## config.mk

```make
export PLATFORM = sky130hd
export DESIGN_NAME = lz_denorm
export DESIGN_NICKNAME = d
export VERILOG_FILES = /design/src/rtl/lz_pkg.sv /design/src/rtl/lz_shift_stage.sv /design/src/rtl/lz_denorm.sv
export SDC_FILE = /design/constraint.sdc
export NUM_CORES = 1
export LEC_CHECK = 0
export ABC_AREA = 1
export CELL_PAD_IN_SITES_DETAIL_PLACEMENT = 2
export CELL_PAD_IN_SITES_GLOBAL_PLACEMENT = 2
export CORE_MARGIN = 10
export CORE_UTILIZATION = 37
export CTS_CLUSTER_SIZE = 10
export DETAILED_ROUTE_END_ITERATION = 10
export PLACE_DENSITY = 0.82
export RECOVER_POWER = 100
export SYNTH_ARGS = -nofsm -noshare
export SYNTH_HDL_FRONTEND = slang
export SYNTH_SLANG_ARGS = --single-unit
```

## constraint.sdc

```tcl
create_clock -name clk -period 2.5 [get_ports clk]
set_input_delay 0.25 -clock clk [delete_from_list [all_inputs] [get_ports clk]]
set_output_delay 0.25 -clock clk [all_outputs]
set_load 0.02 [all_outputs]
```

## src/rtl/lz_pkg.sv

```systemverilog
// Shared definitions for the leading-zero denormalizer and its lzc consumers.
// Default width, count-width helper and the per-stage pipeline record.
package lz_pkg;

  localparam int LZ_N = 32;

  function automatic int lz_cw(input int n);
    return $clog2(n) + 1;
  endfunction

  localparam int LZ_CW = lz_cw(LZ_N);

  typedef struct packed {
    logic             valid;
    logic             err;
    logic             sticky;
    logic [LZ_CW-1:0] count;
    logic [LZ_N-1:0]  data;
  } lz_stage_t;

endpackage

```

## src/rtl/lz_shift_stage.sv

```systemverilog
// One registered conditional right-shift stage of the denormalizer pipeline.
// Sticky tracking is present only when LZ_DENORM_STICKY_EN is defined.
module lz_shift_stage
  import lz_pkg::*;
#(
  parameter int N     = LZ_N,
  parameter int SHIFT = 1
) (
  input  logic                 clk,
  input  logic                 rst_n,
  input  logic                 i_adv,
  input  logic                 i_valid,
  input  logic                 i_err,
`ifdef LZ_DENORM_STICKY_EN
  input  logic                 i_sticky,
  output logic                 o_sticky,
`endif
  input  logic [$clog2(N)-1:0] i_count,
  input  logic [N-1:0]         i_data,
  output logic                 o_valid,
  output logic                 o_err,
  output logic [$clog2(N)-1:0] o_count,
  output logic [N-1:0]         o_data
);

  localparam int CB  = $clog2(N);
  localparam int BIT = $clog2(SHIFT);

  logic          w_take;
  logic [N-1:0]  w_data_nxt;
  logic          r_valid;
  logic          r_err;
  logic [CB-1:0] r_count;
  logic [N-1:0]  r_data;

  assign w_take     = i_count[BIT];
  assign w_data_nxt = w_take ? (i_data >> SHIFT) : i_data;

  // NOTE: data is reset along with valid so the output word reads 0 after reset;
  // all sequential state uses non-blocking assignment so stages update in lockstep.
  always_ff @(posedge clk or negedge rst_n) begin
    if (!rst_n) begin
      r_valid <= 1'b0;
      r_err   <= 1'b0;
      r_count <= '0;
      r_data  <= '0;
    end else if (i_adv) begin
      r_valid <= i_valid;
      r_err   <= i_err;
      r_count <= i_count;
      r_data  <= w_data_nxt;
    end
  end

`ifdef LZ_DENORM_STICKY_EN
  logic w_lost;
  logic r_sticky;

  assign w_lost = w_take & (|i_data[SHIFT-1:0]);

  always_ff @(posedge clk or negedge rst_n) begin
    if (!rst_n) begin
      r_sticky <= 1'b0;
    end else if (i_adv) begin
      r_sticky <= i_sticky | w_lost;
    end
  end

  assign o_sticky = r_sticky;
`endif

  assign o_valid = r_valid;
  assign o_err   = r_err;
  assign o_count = r_count;
  assign o_data  = r_data;

endmodule

```

## src/rtl/lz_denorm.sv

```systemverilog
// Denormalizer: logically right-shifts an MSB-aligned word by a leading-zero
// count through a log2(N)-stage pipeline. Optional out_sticky via LZ_DENORM_STICKY_EN.
module lz_denorm
  import lz_pkg::*;
#(
  parameter int N  = LZ_N,
  parameter int CW = lz_cw(N)
) (
  input  logic          clk,
  input  logic          rst_n,
  input  logic          in_valid,
  output logic          in_ready,
  input  logic [N-1:0]  in_data,
  input  logic [CW-1:0] in_count,
  output logic          out_valid,
  input  logic          out_ready,
  output logic [N-1:0]  out_data,
  output logic          out_err
`ifdef LZ_DENORM_STICKY_EN
  ,
  output logic          out_sticky
`endif
);

  localparam int L = $clog2(N);

  logic         w_adv;
  logic         w_over;
  logic         w_full;
  logic         w_valid [0:L];
  logic         w_err   [0:L];
  logic [L-1:0] w_count [0:L];
  logic [N-1:0] w_data  [0:L];

  // A single stall signal freezes the whole pipe; only a full, unaccepted
  // output can block it, so there are no internal bubbles to collapse.
  assign w_adv    = out_ready | ~out_valid;
  assign in_ready = w_adv;

  // Counts of N and above clear the word up front; the shift stages then only
  // ever see the low log2(N) count bits.
  assign w_over     = in_count > CW'(N);
  assign w_full     = in_count >= CW'(N);
  assign w_valid[0] = in_valid;
  assign w_err[0]   = w_over;
  assign w_count[0] = in_count[L-1:0];
  assign w_data[0]  = w_full ? '0 : in_data;

`ifdef LZ_DENORM_STICKY_EN
  logic w_sticky [0:L];
  assign w_sticky[0] = w_full & ~w_over & (|in_data);
`endif

  for (genvar k = 0; k < L; k++) begin : g_stage
    lz_shift_stage #(
      .N     (N),
      .SHIFT (1 << k)
    ) u_stage (
      .clk      (clk),
      .rst_n    (rst_n),
      .i_adv    (w_adv),
      .i_valid  (w_valid[k]),
      .i_err    (w_err[k]),
`ifdef LZ_DENORM_STICKY_EN
      .i_sticky (w_sticky[k]),
      .o_sticky (w_sticky[k+1]),
`endif
      .i_count  (w_count[k]),
      .i_data   (w_data[k]),
      .o_valid  (w_valid[k+1]),
      .o_err    (w_err[k+1]),
      .o_count  (w_count[k+1]),
      .o_data   (w_data[k+1])
    );
  end

  assign out_valid = w_valid[L];
  assign out_data  = w_data[L];
  assign out_err   = w_err[L];

`ifdef LZ_DENORM_STICKY_EN
  assign out_sticky = w_sticky[L] & ~w_err[L];
`endif

endmodule

```

==> metrics <==
Sequential Area 0.00450 mm^2; clk_skew 10.6 ps; Max VDD drop 0.440 mV; Worst Path Required 2830 ps; CP peak stage delay 760 ps; share of cells above drive strength 1 0.0471; die height 170 um; root buffer cell clkbuf_16; synth unique cells 16; final core utilization 0.449; Final HPWL DP 15,600 um; IO buf count 76; synth-to-layout area growth 18.1%; clock-pin transition on the worst setup and hold timing paths 80 ps; ANT cells 0; Avg WL per Cell 17.2 um; Worst EP arrival 2410 ps; H-tree levels 4; RSZ-0062 raised after global routing false; Starting Density 0.380; DRT Wirelength 23,900 um; Inserted Clock Buffers 17; Crit path max-delay family buffers and inverters; max cap viols 1; post-layout min period 2080 ps; row count 54; CTS tree built; Worst-Margin Slew 1720 ps; worst hold path class in2reg; Post-Synthesis Mean Instance Area 7.95 um^2; Max Transition Viols Final 63; worst skew pair latency 440 ps; largest net degree at the start of global routing 146; startpoint types flip-flop; critical path type reg2reg; DRC 0; initial drt markers 381; CP bufs+invs 2; DR pass1 iterations 4; setup TNS 0 ps; CP max stage cell clkbuf_4; Die X 170 um; pwr/cell area 1260 mW/mm^2; first-pass GRT wire length 40,900 um; Placer Congestion 0.740; top-area cell type share of the netlist area 0.539; CTS sink cnt 180; DR vias/cell 5.04; sequential fraction of the synthesis area 0.539; Final Cycle Share 0.831; post-synthesis cell area 0.00836 mm^2; antenna violations before repair 0; ordered list of cells on the worst path clkinv_1 > nor2_1 > clkbuf_4 > nor2_1 > nand2_1 > nand2_1; total global-route track usage 0.173; grt ovf 0; CP Capture Type flip-flop; remaining antenna violation count 0; Fillers 2,512; Core ar. 0.0220 mm^2; cell count after synthesis 1,052; Max FO, Critical Path 75; Synthesized Nets 1,094; Hold Vio Cnt, Final 0; flop-to-flop setup slack 420 ps; biggest area consumer among synthesized cells dfrtp_1; Ys Warns 0; Setup violations, final 0; Die ar. 0.0290 mm^2; I/O pin count 77; area of the multi-input gates 0.00320 mm^2; fmax 481 MHz; Clock Tree Buf Depth 2; NumNets Final 1,134; synth top area cells dfrtp_1 54%, nand2_1 25%, o211ai_1 8.7%; Relative slew margins -0.144; status complete, but fails checks; vias in the first global route 7,571; Setup Buffers After CTS 0; FF+latch count, synth 180; Via Count 6,984; failing checks capacitance limit, slew limit; Static Leak 5.08 nW
==> power by group <==
| group | switching, W | internal [W] | total [W] |
|---|---|---|---|
| clock network | 0.00123 | 0.00153 | 0.00276 |
| registers | 0.000989 | 0.00419 | 0.00517 |
| logic | 0.00293 | 0.00161 | 0.00454 |
==> path summary, 6_finish.rpt <==
| path | cells past startpoint | to | startpoint |
|---|---|---|---|
| hold reg to reg | 2 | g_stage[2].u_stage.o_valid | g_stage[2].u_stage.o_valid |
| max in group asynchronous | 3 | g_stage[4].u_stage.o_data[0] | rst_n |
| setup / recovery | 6 | g_stage[0].u_stage.o_data[0] | g_stage[4].u_stage.o_valid |
| setup reg to reg | 6 | g_stage[0].u_stage.o_data[0] | g_stage[4].u_stage.o_valid |
| min in group asynchronous | 2 | g_stage[4].u_stage.o_data[26] | rst_n |
| hold / removal | 3 | g_stage[0].u_stage.o_valid | in_valid |
==> sequential cells by signal, summed over array words and instances, names as in the netlist <==
| register | cells |
|---|---|
| g_stage.u_stage.o_err | 5 |
| g_stage.u_stage.o_valid | 5 |
| g_stage.u_stage.o_data | 160 |
| g_stage.u_stage.o_count | 10 |
==> tightest hold or removal path, cell delays in order <==
cell             delay [ps]
clkdlybuf4s50_1         400
nand2_1                  60
nand2_1                  50
==> per-layer routing <==
metal | GRT usage | part of all wire | up-vias
met2 | 0.289 | 0.49 | 100
met5 | 0 | 0 | -
met4 | 0.0545 | 0.014 | 0
met3 | 0.0248 | 0.028 | 18
met1 | 0.227 | 0.47 | 3458
li1 | - | - | 3408
==> placed cells by master (no fill, tap or decap) <==
master | Yosys | final
clkbuf_16 | 0 | 17
clkinvlp_4 | 0 | 3
inv_6 | 0 | 3
o211ai_2 | 1 | 1
inv_2 | 2 | 1
inv_1 | 73 | 73
o211ai_1 | 97 | 97
nand3_1 | 60 | 60
nor2_1 | 5 | 5
inv_8 | 0 | 3
clkinv_1 | 0 | 1
nand2_1 | 548 | 548
bufinv_16 | 0 | 2
o21ai_0 | 11 | 13
clkbuf_8 | 0 | 1
dlygate4sd3_1 | 0 | 36
clkbuf_4 | 0 | 1
clkdlybuf4s50_1 | 0 | 40
clkbuf_2 | 0 | 2
clkinv_4 | 0 | 3
buf_12 | 0 | 4
dfrtp_1 | 180 | 180
buf_4 | 16 | 10
nand2_8 | 0 | 1
==> cells by family after synthesis <==
logic type / share of synthesized area
simple gates: 0.285
flops: 0.539
buf+inv: 0.0802
compound gates: 0.0963
==> cell type report <==
type | instances | share of cell area
Multi-Input combinational cell | 725 | 0.324
Clock inverter | 14 | 0.0171
Inverter | 75 | 0.0285
Tap cell | 280 | 0.0355
Clock buffer | 18 | 0.0445
Timing Repair Buffer | 93 | 0.0945
Sequential cell | 180 | 0.456
==> timing repair <==
action / CTS / global route
gates resized for setup: 0 / 0
setup endpoints to repair: 0 / 0
hold buffers: 1 / 0
hold endpoints to repair: 60 / 0
==> per-stage QoR <==
| step | worst slack (ps) | hold slack, ps | area (um^2) | instances | power (W) |
|---|---|---|---|---|---|
| 2_1_floorplan | 1280 | -45.6 | 8360 | 1052 | 0.00809 |
| 3_3_place_gp | 617 | 305 | 9290 | 1352 | 0.00954 |
| 3_5_place_dp | 531 | 306 | 9290 | 1352 | 0.00986 |
| 4_1_cts | 501 | 323 | 9910 | 1385 | 0.0128 |
| 5_1_grt | 246 | 366 | 9880 | 1385 | 0.0135 |
| 6_report | 421 | 344 | 9880 | 1385 | 0.0125 |
==> synth_stat cells (all sizes together) <==
cell type and count:
nand2 549, inv 75, clkbuf 11, dfrtp 180, buf 61, nand3 60
o211ai 98, o21ai 13, nor2 5
Note: power is estimated with default switching activity, not from simulation.
